**src/rtl/i2c_bus_arbiter_if.sv**
```systemverilog
// ---------------------------------------------------------------------------
// i2c_bus_arbiter_if
//
// Purpose: groups the requester-side handshake and the single I2C master
// connection of i2c_bus_arbiter into one bundle.
//
// Signals:
//   req         NREQ    per-requester request, held until that requester's done
//   req_addr    7*NREQ  flattened slave addresses, requester i at [7i+6:7i]
//   req_data    8*NREQ  flattened write bytes, requester i at [8i+7:8i]
//   req_rw      NREQ    per-requester direction (1 = read, 0 = write)
//   gnt         NREQ    one-hot grant, held for the whole transaction
//   done        NREQ    one-hot, one-cycle completion pulse
//   err         1       timeout abort pulse, coincident with done
//   rdata       8       last read byte
//   busy        1       arbiter not idle
//   m_enable    1       to master enable
//   m_addr      7       to master addr
//   m_data      8       to master data_in
//   m_rw        1       to master rw
//   m_ready     1       from master ready
//   m_data_out  8       from master data_out
//
// Modports:
//   slave  - the arbiter's view (serves requests, drives the master)
//   master - the environment's view (requesters plus the I2C master)
// ---------------------------------------------------------------------------
interface i2c_bus_arbiter_if #(
  parameter int NREQ = 4
);
  logic [NREQ-1:0]   req;
  logic [7*NREQ-1:0] req_addr;
  logic [8*NREQ-1:0] req_data;
  logic [NREQ-1:0]   req_rw;
  logic [NREQ-1:0]   gnt;
  logic [NREQ-1:0]   done;
  logic              err;
  logic [7:0]        rdata;
  logic              busy;
  logic              m_enable;
  logic [6:0]        m_addr;
  logic [7:0]        m_data;
  logic              m_rw;
  logic              m_ready;
  logic [7:0]        m_data_out;

  modport slave (
    input  req, req_addr, req_data, req_rw, m_ready, m_data_out,
    output gnt, done, err, rdata, busy, m_enable, m_addr, m_data, m_rw
  );

  modport master (
    output req, req_addr, req_data, req_rw, m_ready, m_data_out,
    input  gnt, done, err, rdata, busy, m_enable, m_addr, m_data, m_rw
  );
endinterface

```
**src/rtl/i2c_bus_arbiter.sv**
```systemverilog
// ---------------------------------------------------------------------------
// i2c_bus_arbiter
//
// Purpose: round-robin arbiter sharing one I2C master between NREQ
// requesters. The winning request is latched, presented to the master
// (enable/addr/data/rw), followed through the master's ready handshake,
// and completed with a one-cycle done pulse (plus read data) to the
// granted requester. All outputs are registered.
//
// Parameters:
//   NREQ     number of requesters (2..8)
//   TIMEOUT  clk cycles allowed per transaction before abort
//
// Ports:
//   clk   system clock
//   rst   asynchronous, active-high reset
//   bus   i2c_bus_arbiter_if.slave (requester handshake + master link)
//
// Build option:
//   I2C_ARB_TIMEOUT_EN - when defined, a cycle counter aborts a transaction
//   that spends TIMEOUT cycles in ISSUE+WAIT, pulsing done and err together.
//   When undefined there is no counter, err is constant 0 and the arbiter
//   waits on the master indefinitely.
// ---------------------------------------------------------------------------
module i2c_bus_arbiter #(
  parameter int NREQ    = 4,
  parameter int TIMEOUT = 1023
) (
  input  logic                 clk,
  input  logic                 rst,
  i2c_bus_arbiter_if.slave     bus
);

  localparam int PW = (NREQ > 1) ? $clog2(NREQ) : 1;

  typedef enum logic [1:0] {
    S_IDLE,
    S_ISSUE,
    S_WAIT,
    S_DONE
  } state_t;

  state_t            state_q, state_d;
  logic [PW-1:0]     ptr_q, ptr_d;
  logic [NREQ-1:0]   gnt_q, gnt_d;
  logic [NREQ-1:0]   done_q, done_d;
  logic [7:0]        rdata_q, rdata_d;
  logic              busy_q, busy_d;
  logic              m_enable_q, m_enable_d;
  logic [6:0]        m_addr_q, m_addr_d;
  logic [7:0]        m_data_q, m_data_d;
  logic              m_rw_q, m_rw_d;

`ifdef I2C_ARB_TIMEOUT_EN
  localparam int CW = $clog2(TIMEOUT + 1);
  logic [CW-1:0]     cnt_q, cnt_d;
  logic              err_q, err_d;
`endif

  // Per-requester views of the flattened address/data buses.
  logic [6:0] addr_arr [NREQ];
  logic [7:0] data_arr [NREQ];

  genvar gi;
  generate
    for (gi = 0; gi < NREQ; gi++) begin : g_unpack
      assign addr_arr[gi] = bus.req_addr[7*gi +: 7];
      assign data_arr[gi] = bus.req_data[8*gi +: 8];
    end
  endgenerate

  // Round-robin pick: scan ptr+1, ptr+2, ... (mod NREQ). The last winner
  // is checked last, so a requester that re-asserts immediately is served
  // only after everyone else who is pending.
  logic          found;
  logic [PW-1:0] win_idx;

  always_comb begin
    int            cand;
    logic [PW-1:0] cand_idx;
    found    = 1'b0;
    win_idx  = '0;
    cand     = 0;
    cand_idx = '0;
    for (int k = 1; k <= NREQ; k++) begin
      cand     = (int'(ptr_q) + k) % NREQ;
      cand_idx = PW'(cand);
      if (!found && bus.req[cand_idx]) begin
        found   = 1'b1;
        win_idx = cand_idx;
      end
    end
  end

  always_comb begin
    state_d    = state_q;
    ptr_d      = ptr_q;
    gnt_d      = gnt_q;
    done_d     = '0;
    rdata_d    = rdata_q;
    m_enable_d = m_enable_q;
    m_addr_d   = m_addr_q;
    m_data_d   = m_data_q;
    m_rw_d     = m_rw_q;
`ifdef I2C_ARB_TIMEOUT_EN
    cnt_d      = cnt_q;
    err_d      = 1'b0;
`endif

    case (state_q)
      S_IDLE: begin
        // done_q is only set in IDLE right after a timeout abort; the
        // aborted requester still holds req that cycle, so hold off one
        // cycle rather than re-grant a request that is being retired.
        if (found && bus.m_ready && (done_q == '0)) begin
          gnt_d          = '0;
          gnt_d[win_idx] = 1'b1;
          ptr_d          = win_idx;
          m_addr_d       = addr_arr[win_idx];
          m_data_d       = data_arr[win_idx];
          m_rw_d         = bus.req_rw[win_idx];
          m_enable_d     = 1'b1;
          state_d        = S_ISSUE;
`ifdef I2C_ARB_TIMEOUT_EN
          cnt_d          = '0;
`endif
        end
      end

      S_ISSUE: begin
        // The master samples enable on its divided clock; ready falling is
        // the only proof it has taken the command.
        if (!bus.m_ready) begin
          m_enable_d = 1'b0;
          state_d    = S_WAIT;
        end
      end

      S_WAIT: begin
        if (bus.m_ready) begin
          if (m_rw_q) begin
            rdata_d = bus.m_data_out;
          end
          done_d  = gnt_q;
          gnt_d   = '0;
          state_d = S_DONE;
        end
      end

      S_DONE: begin
        state_d = S_IDLE;
      end

      default: begin
        state_d = S_IDLE;
      end
    endcase

`ifdef I2C_ARB_TIMEOUT_EN
    if ((state_q == S_ISSUE) || (state_q == S_WAIT)) begin
      cnt_d = cnt_q + CW'(1);
      // Abort overrides any completion seen in the same cycle.
      if (cnt_q == CW'(TIMEOUT - 1)) begin
        m_enable_d = 1'b0;
        rdata_d    = rdata_q;
        done_d     = gnt_q;
        err_d      = 1'b1;
        gnt_d      = '0;
        state_d    = S_IDLE;
      end
    end
`endif

    busy_d = (state_d != S_IDLE);
  end

  always_ff @(posedge clk or posedge rst) begin
    if (rst) begin
      state_q    <= S_IDLE;
      ptr_q      <= PW'(NREQ - 1);
      gnt_q      <= '0;
      done_q     <= '0;
      rdata_q    <= '0;
      busy_q     <= 1'b0;
      m_enable_q <= 1'b0;
      m_addr_q   <= '0;
      m_data_q   <= '0;
      m_rw_q     <= 1'b0;
`ifdef I2C_ARB_TIMEOUT_EN
      cnt_q      <= '0;
      err_q      <= 1'b0;
`endif
    end else begin
      state_q    <= state_d;
      ptr_q      <= ptr_d;
      gnt_q      <= gnt_d;
      done_q     <= done_d;
      rdata_q    <= rdata_d;
      busy_q     <= busy_d;
      m_enable_q <= m_enable_d;
      m_addr_q   <= m_addr_d;
      m_data_q   <= m_data_d;
      m_rw_q     <= m_rw_d;
`ifdef I2C_ARB_TIMEOUT_EN
      cnt_q      <= cnt_d;
      err_q      <= err_d;
`endif
    end
  end

  assign bus.gnt      = gnt_q;
  assign bus.done     = done_q;
  assign bus.rdata    = rdata_q;
  assign bus.busy     = busy_q;
  assign bus.m_enable = m_enable_q;
  assign bus.m_addr   = m_addr_q;
  assign bus.m_data   = m_data_q;
  assign bus.m_rw     = m_rw_q;
`ifdef I2C_ARB_TIMEOUT_EN
  assign bus.err      = err_q;
`else
  assign bus.err      = 1'b0;
`endif

endmodule
```
**src/flat_wrapper.sv**
```systemverilog
// flat-port wrapper written by rule: the top's interface ports become plain ports
module i2c_bus_arbiter_flat 
#(
  parameter int NREQ    = 4,
  parameter int TIMEOUT = 1023
)
  (clk, rst, bus_req, bus_req_addr, bus_req_data, bus_req_rw, bus_m_ready, bus_m_data_out, bus_gnt, bus_done, bus_err, bus_rdata, bus_busy, bus_m_enable, bus_m_addr, bus_m_data, bus_m_rw);
  i2c_bus_arbiter_if #(.NREQ(NREQ)) bus_i ();
  input  logic clk;
  input  logic rst;
  input wire logic [$bits(bus_i.req)-1:0] bus_req;
  input wire logic [$bits(bus_i.req_addr)-1:0] bus_req_addr;
  input wire logic [$bits(bus_i.req_data)-1:0] bus_req_data;
  input wire logic [$bits(bus_i.req_rw)-1:0] bus_req_rw;
  input wire logic [$bits(bus_i.m_ready)-1:0] bus_m_ready;
  input wire logic [$bits(bus_i.m_data_out)-1:0] bus_m_data_out;
  output wire logic [$bits(bus_i.gnt)-1:0] bus_gnt;
  output wire logic [$bits(bus_i.done)-1:0] bus_done;
  output wire logic [$bits(bus_i.err)-1:0] bus_err;
  output wire logic [$bits(bus_i.rdata)-1:0] bus_rdata;
  output wire logic [$bits(bus_i.busy)-1:0] bus_busy;
  output wire logic [$bits(bus_i.m_enable)-1:0] bus_m_enable;
  output wire logic [$bits(bus_i.m_addr)-1:0] bus_m_addr;
  output wire logic [$bits(bus_i.m_data)-1:0] bus_m_data;
  output wire logic [$bits(bus_i.m_rw)-1:0] bus_m_rw;
  assign bus_i.req = bus_req;
  assign bus_i.req_addr = bus_req_addr;
  assign bus_i.req_data = bus_req_data;
  assign bus_i.req_rw = bus_req_rw;
  assign bus_i.m_ready = bus_m_ready;
  assign bus_i.m_data_out = bus_m_data_out;
  assign bus_gnt = bus_i.gnt;
  assign bus_done = bus_i.done;
  assign bus_err = bus_i.err;
  assign bus_rdata = bus_i.rdata;
  assign bus_busy = bus_i.busy;
  assign bus_m_enable = bus_i.m_enable;
  assign bus_m_addr = bus_i.m_addr;
  assign bus_m_data = bus_i.m_data;
  assign bus_m_rw = bus_i.m_rw;
  i2c_bus_arbiter #(.NREQ(NREQ), .TIMEOUT(TIMEOUT)) u_core (.clk(clk), .rst(rst), .bus(bus_i));
endmodule
```
**config.mk**
```make
export PLATFORM = sky130hd
export DESIGN_NAME = i2c_bus_arbiter_flat
export DESIGN_NICKNAME = d
export VERILOG_FILES = /design/src/rtl/i2c_bus_arbiter_if.sv /design/src/rtl/i2c_bus_arbiter.sv /design/src/flat_wrapper.sv
export SDC_FILE = /design/constraint.sdc
export NUM_CORES = 1
export LEC_CHECK = 0
export CAP_MARGIN = 20
export CORE_MARGIN = 3
export CORE_UTILIZATION = 40
export CTS_BUF_LIST = sky130_fd_sc_hd__clkbuf_8
export DETAILED_ROUTE_END_ITERATION = 7
export PLACE_DENSITY_LB_ADDON = 0.3
export REMOVE_ABC_BUFFERS = 1
export SLEW_MARGIN = 20
export SYNTH_ARGS = -nofsm -noshare
export SYNTH_HDL_FRONTEND = slang
export SYNTH_SLANG_ARGS = --single-unit
```
**constraint.sdc**
```tcl
create_clock -name clk -period 2.2 [get_ports clk]
set_input_delay 0.44 -clock clk [delete_from_list [all_inputs] [get_ports clk]]
set_output_delay 0.44 -clock clk [all_outputs]
set_load 0.01 [all_outputs]
```
==> results of run 1 <==
## sequential cells by signal (all words and copies together), names as in the netlist
| register | flops |
|---|---|
| u_core.bus.m_enable | 1 |
| u_core.bus.done | 4 |
| u_core.bus.busy | 1 |
| u_core.bus.gnt | 4 |
| u_core.bus.m_addr | 7 |
| u_core.state_q | 2 |
| u_core.bus.m_rw | 1 |
| u_core.bus.m_data | 8 |
| u_core.bus.rdata | 8 |
| u_core.ptr_q | 2 |
## power groups by stage
stage	registers [mW]	logic, mW	clock network (mW)
after global placement	1.25	2.08	0
final	1.27	2.14	0.720
after detailed placement	1.27	2.13	0
after global routing	1.31	2.33	0.751
after floorplan	1.36	0.893	0
after CTS	1.26	2.15	0.720
## logic make-up after synthesis
kind of cell | Yosys count | share of synthesized area [%]
flip-flops | 38 | 46.0
AND/OR/NAND/NOR | 65 | 15.8
AO/OA/AOI/OAI | 85 | 26.9
XOR/XNOR | 1 | 0.423
other | 1 | 0.181
multiplexers | 11 | 5.86
buffers and inverters | 22 | 4.83
## metal layers
metal / global-route usage, % / vias up / wire (um)
li1: - / 1053 / -
met1: 25.8 / 1048 / 2560
met2: 37.8 / 125 / 3330
met3: 6.61 / 20 / 609
met4: 8.57 / 0 / 168
met5: 0 / - / 0
## layout make-up
cell class,count,area [sq um]
repair buffers,128,1270
clock buffers,5,68.8
flip-flops and latches,38,953
inverters,5,18.8
multi-input cells,163,1030
clock inverters,3,68.8
well taps,67,83.8
fillers,396,1360
## placed cells by master, fill, tap and decap left out, types with 4 or more instances in the layout
master,count
dfrtp_1,36
nor2_1,19
mux2_2,9
inv_1,5
buf_4,14
a31oi_1,19
clkbuf_8,5
nand2_1,13
and3_1,4
clkdlybuf4s50_1,112
o21ai_0,22
nand3_1,18
a22oi_1,14
a21o_1,18
## metrics by stage
| step | hold slack (ns) | util, % | total power [mW] |
|---|---|---|---|
| floorplan | 0.497 | - | 2.26 |
| finish | 0.478 | 71.9 | 4.13 |
| CTS | 0.485 | 71.7 | 4.13 |
| global placement | 0.461 | 68.9 | 3.33 |
| detailed placement | 0.468 | 68.9 | 3.40 |
| global route | 0.494 | 71.9 | 4.40 |
## final timing paths
check	slack, ns	cells past startpoint	to	start
max	0.20	6	u_core.bus.m_data[3]$_DFFE_PP0P_	u_core.state_q[1]$_DFF_PP0_
min	0.48	1	u_core.bus.m_enable$_DFFE_PP0P_	u_core.bus.m_enable$_DFFE_PP0P_
max in group asynchronous	1.27	3	u_core.ptr_q[0]$_DFFE_PP1P_	rst
min in group asynchronous	0.56	3	u_core.bus.rdata[1]$_DFFE_PP0P_	rst
max reg2reg	0.20	6	u_core.bus.m_data[3]$_DFFE_PP0P_	u_core.state_q[1]$_DFF_PP0_
min reg2reg	0.48	1	u_core.bus.m_enable$_DFFE_PP0P_	u_core.bus.m_enable$_DFFE_PP0P_
==> results.md, run 1 <==
* CTS tree: yes
* Logic gate share of total power at 51.9%
* Cell Area, Placed at 0.00334 sq mm
* Vert. Die Dim at 78.0 um
* CTS Sinks at 38
* Hold_buf cts at 0
* I/O pins at 114
* Final non-filler cell total at 409
* Top-count cell post-synth: dfrtp_1
* Initial antenna violation count at 0
* Placed Instances at 401
* Worst slack, placed at -0.271 ns
* Post-synthesis sequential area ratio at 46.0%
* DR vias at 2246
* P_sw at 1.46 mW
* WL per Instance at 16.3 um
* Via density at 5.49
* Worst-case clock buffer depth at 2
* Core area at 0.00485 sq mm
* Final period utilization at 91.1%
* Setup_tns at 0 ns
* Drt first pass iters at 7
* EDFF count, synth at 0
* Post-synthesis cell type count at 36
* Synth top area share at 43.5%
* RSZ-0062 raised after global routing: false
* Dpl hpwl at 4980 um
* Post-synth top cells: dfrtp_1, o21ai_0, a31oi_1, nor2_1
* Total Routed Length at 6660 um
* Row count at 25
* Initial core utilization at 42.7%
* Reg power frac at 30.7%
* Clock share of power at 17.4%
* GRT Total Usage at 22.1%
* Worst Setup End Kind: flip-flop
* Number of global-route vias before repair at 2253
* First-pass GRT wire length at 10700 um
* Syn_area_per_cell at 9.29 sq um
* Internal at 2.66 mW
* H-tree depth at 2
* Post-CTS Repair Setup Buffers at 0
* Kind of critical path: reg -> reg
* Yosys reg bits at 38
* Post-Syn Instances at 223
* Worst Path Buf+Inv at 1
* Critical path fanouts, max at 17
* Leak at 1.46 nW
* CTS Buf Count at 5
* Die X at 78.0 um
* Pin count of the biggest net entering global routing at 39
* Switching part of the total at 35.4%
* Pwr/cell area at 1180 mW/mm^2
* Clk_skew at 0.0104 ns
* CP max stage cell: or4_4
* Crit path largest cell delay at 0.59 ns
* Slew @ Worst Pin at 0.517 ns
* Max-slew headroom at 65.2%
* Worst vdd ir at 0.495 mV
* Worst EP required at 2.37 ns
* Status: completed
* Largest area contributor in the netlist: dfrtp_1
* Cell area after layout at 0.00349 sq mm
* Asr flop ratio synth at 100%
* Setup-violating endpoint count in the final report at 0
* Max Cap Violations at 0
* Nets@finish at 420
* Initial DRC count at 122
* Max Slew Vio Count at 0
* Minimum clock period at 2.00 ns
* Buffers on Ports at 112
* Synth top area cells: dfrtp_1, a21o_1, a31oi_1
* Area Overhead vs Synth at 68.4%
* GPL Wtd Cong at 0.858
* Crit path max-delay family: simple AND/OR/NAND/NOR gates
* Mapped Area at 0.00207 sq mm
* Final worst setup slack at 0.195 ns
* Clock root buffer: clkbuf_8
* Critical Path AT at 2.18 ns
* Critical path launch point type: flip-flop
* Final hold violations at 0
* Post-route ant nets at 0
* Worst skew pair latency at 0.29 ns
* Diode count at 0
* Die Area at 0.00608 sq mm
* Yosys warnings at 0
* HP Class: reg -> reg
* Post-CTS Resized at 0
* Primary FF master, synth: dfrtp_1
* Critical Path, Cell by Cell: or4_4 > nor4b_4 > buf_12 > o21ai_1 > a31oi_1 > a21oi_1
* Share of cells above drive strength 1 at 12.6%
* Fmax achieved at 499 MHz
* Overflow after GRT at 0
* CTS clk-pin slew, worst paths at 0.08 ns
* DRC viols at 0
No activity file was read; power rests on OpenSTA's default activity.
==> run 2, diff against run 1 <==
--- a/config.mk
+++ b/config.mk
@@ -9,6 +9,7 @@
 export CORE_MARGIN = 3
 export CORE_UTILIZATION = 40
 export CTS_BUF_LIST = sky130_fd_sc_hd__clkbuf_8
+export CTS_CLUSTER_SIZE = 24
 export DETAILED_ROUTE_END_ITERATION = 7
 export PLACE_DENSITY_LB_ADDON = 0.3
 export REMOVE_ABC_BUFFERS = 1
==> results of run 2 <==
Final layout, timing and power as in run 1 (identical DEF).
==> run 3, diff against run 2 <==
--- a/config.mk
+++ b/config.mk
@@ -6,13 +6,14 @@
 export NUM_CORES = 1
 export LEC_CHECK = 0
 export CAP_MARGIN = 20
-export CORE_MARGIN = 3
+export CORE_MARGIN = 2
 export CORE_UTILIZATION = 40
 export CTS_BUF_LIST = sky130_fd_sc_hd__clkbuf_8
 export CTS_CLUSTER_SIZE = 24
 export DETAILED_ROUTE_END_ITERATION = 7
 export PLACE_DENSITY_LB_ADDON = 0.3
 export REMOVE_ABC_BUFFERS = 1
+export SETUP_SLACK_MARGIN = 0.4
 export SLEW_MARGIN = 20
 export SYNTH_ARGS = -nofsm -noshare
 export SYNTH_HDL_FRONTEND = slang
==> results.md, run 3 (same netlist as run 1, synthesis figures left out) <==
* Status: completed
* Critical Path, Cell by Cell: or4_4 > nor4b_4 > buf_4 > buf_8 > nor2_1 > a31oi_1
* Worst skew pair latency at 0.29 ns
* Multi-input gate area at 0.00110 sq mm
* Total Routed Length at 6640 um
* Worst EP required at 2.40 ns
* Die X at 76.0 um
* Clock root buffer: clkbuf_8
* CTS tree: yes
* Die Area at 0.00577 sq mm
* Critical path launch point type: flip-flop
* GPL Wtd Cong at 0.912
* Reg power frac at 30.4%
* Pin count of the biggest net entering global routing at 39
* Final hold slack at 0.506 ns
* Diode count at 0
* Share of cells above drive strength 1 at 17.8%
* Minimum clock period at 1.83 ns
* Worst Setup End Kind: flip-flop
* GRT Total Usage at 23.4%
* CTS Buf Count at 5
* DRC viols at 0
* Filler Cell Count at 398
* Worst slack, placed at -0.132 ns
* Hold_buf cts at 0
* Area Overhead vs Synth at 76.1%
* Overflow after GRT at 0
* CTS Sinks at 38
* Dpl hpwl at 4870 um
* Vert. Die Dim at 76.0 um
* Initial antenna violation count at 0
* Kind of critical path: reg -> reg
* HP Class: reg -> reg
* Post-route ant nets at 0
* Clk_skew at 0.00546 ns
* CP max stage cell: or4_4
* Number of global-route vias before repair at 2283
* Internal at 2.60 mW
* Worst-case clock buffer depth at 2
* Crit path largest cell delay at 0.55 ns
* Register area at 953 sq um
* Pwr/cell area at 1130 mW/mm^2
* Setup-violating endpoint count in the final report at 0
* Final worst setup slack at 0.370 ns
* I/O pins at 114
* Via density at 5.29
* Critical path fanouts, max at 9
* First-pass GRT wire length at 10800 um
* Logic gate share of total power at 58.4%
* DR vias at 2268
* Worst Reg-to-Reg Cells at 6
* Leak at 1.54 nW
* P_sw at 1.52 mW
* Buffers on Ports at 112
* WL per Instance at 15.5 um
* Core area at 0.00504 sq mm
* Max Cap Violations at 0
* Critical Path AT at 2.03 ns
* Nets@finish at 437
* Clock share of power at 11.2%
* Worst vdd ir at 0.522 mV
* Row count at 26
* CTS clk-pin slew, worst paths at 0.07 ns
* Worst hold path depth at 1
* Most common cell after layout, fill and taps aside: clkdlybuf4s50_1
* Fmax achieved at 547 MHz
* Final period utilization at 83.2%
* Final hold violations at 0
* Max Slew Vio Count at 0
* Most frequent cells in the layout: clkdlybuf4s50_1, dfrtp_1, buf_4
* Switching part of the total at 36.9%
* H-tree depth at 2
* Drt first pass iters at 4
* RSZ-0062 raised after global routing: true
* Initial DRC count at 75
* Initial core utilization at 41.1%
==> run 3: path summary, 6_finish.rpt <==
check                                                      from                                to  slack [ns]
worst max-delay path               u_core.bus.done[3]$_DFF_PP0_  u_core.bus.m_data[1]$_DFFE_PP0P_        0.37
worst min-delay path            u_core.bus.rdata[7]$_DFFE_PP0P_   u_core.bus.rdata[7]$_DFFE_PP0P_        0.51
worst max register to register     u_core.bus.done[3]$_DFF_PP0_  u_core.bus.m_data[1]$_DFFE_PP0P_        0.37
worst min register to register  u_core.bus.rdata[7]$_DFFE_PP0P_   u_core.bus.rdata[7]$_DFFE_PP0P_        0.51
max in group asynchronous                                   rst       u_core.ptr_q[1]$_DFFE_PP1P_        1.28
min in group asynchronous                                   rst   u_core.bus.rdata[1]$_DFFE_PP0P_        0.55
==> run 3: layout make-up <==
type / instances / area share (%)
Clock buffer: 5 / 1.89
Clock inverter: 3 / 0.377
Inverter: 5 / 0.514
Multi-Input combinational cell: 163 / 30.0
Sequential cell: 38 / 26.1
Tap cell: 70 / 2.40
Timing Repair Buffer: 145 / 38.7
==> run 3: per-stage QoR <==
step	utilization, %	power (mW)	instance area, sq um	setup TNS, ns	cells
6_report	72.4	4.12	3650	0	429
5_1_grt	72.4	4.39	3650	0	429
4_1_cts	71.3	4.03	3600	0	427
3_5_place_dp	67.3	3.42	3390	-0.924	414
3_3_place_gp	67.3	3.36	3390	-0.615	414
2_1_floorplan	-	2.26	1990	-7.24	206
==> run 3: what timing repair did <==
item / in CTS / in global routing
buffers inserted: 4 / 1
setup endpoints to repair: 30 / 25
pin swaps: 6 / 6
resized for setup: 18 / 11
gates cloned: 1 / 1
==> run 3: layer usage <==
layer | up-vias | GRT usage [%] | part of all wire (%) | wire length [um]
li1 | 1089 | - | - | -
met5 | - | 0 | 0 | 0
met4 | 0 | 7.09 | 1.9 | 123
met1 | 1061 | 28.4 | 40 | 2670
met3 | 12 | 6.75 | 7.8 | 516
met2 | 106 | 40.4 | 50 | 3330
==> run 3: power groups by stage <==
stage	Combinational, mW	Sequential, mW	Clock (mW)
2_1_floorplan	0.893	1.36	0
3_3_place_gp	2.12	1.24	0
3_5_place_dp	2.17	1.25	0
4_1_cts	2.33	1.23	0.472
5_1_grt	2.60	1.29	0.499
6_report	2.40	1.25	0.462
==> run 3: critical path: cells and delay by family, from the launching register on <==
| family | cells | cell delay (ns) |
|---|---|---|
| and+or+nand+nor | 3 | 0.84 |
| DFF | 1 | 0.38 |
| buffers and inverters | 2 | 0.34 |
| AOI/OAI and AO/OA | 1 | 0.17 |
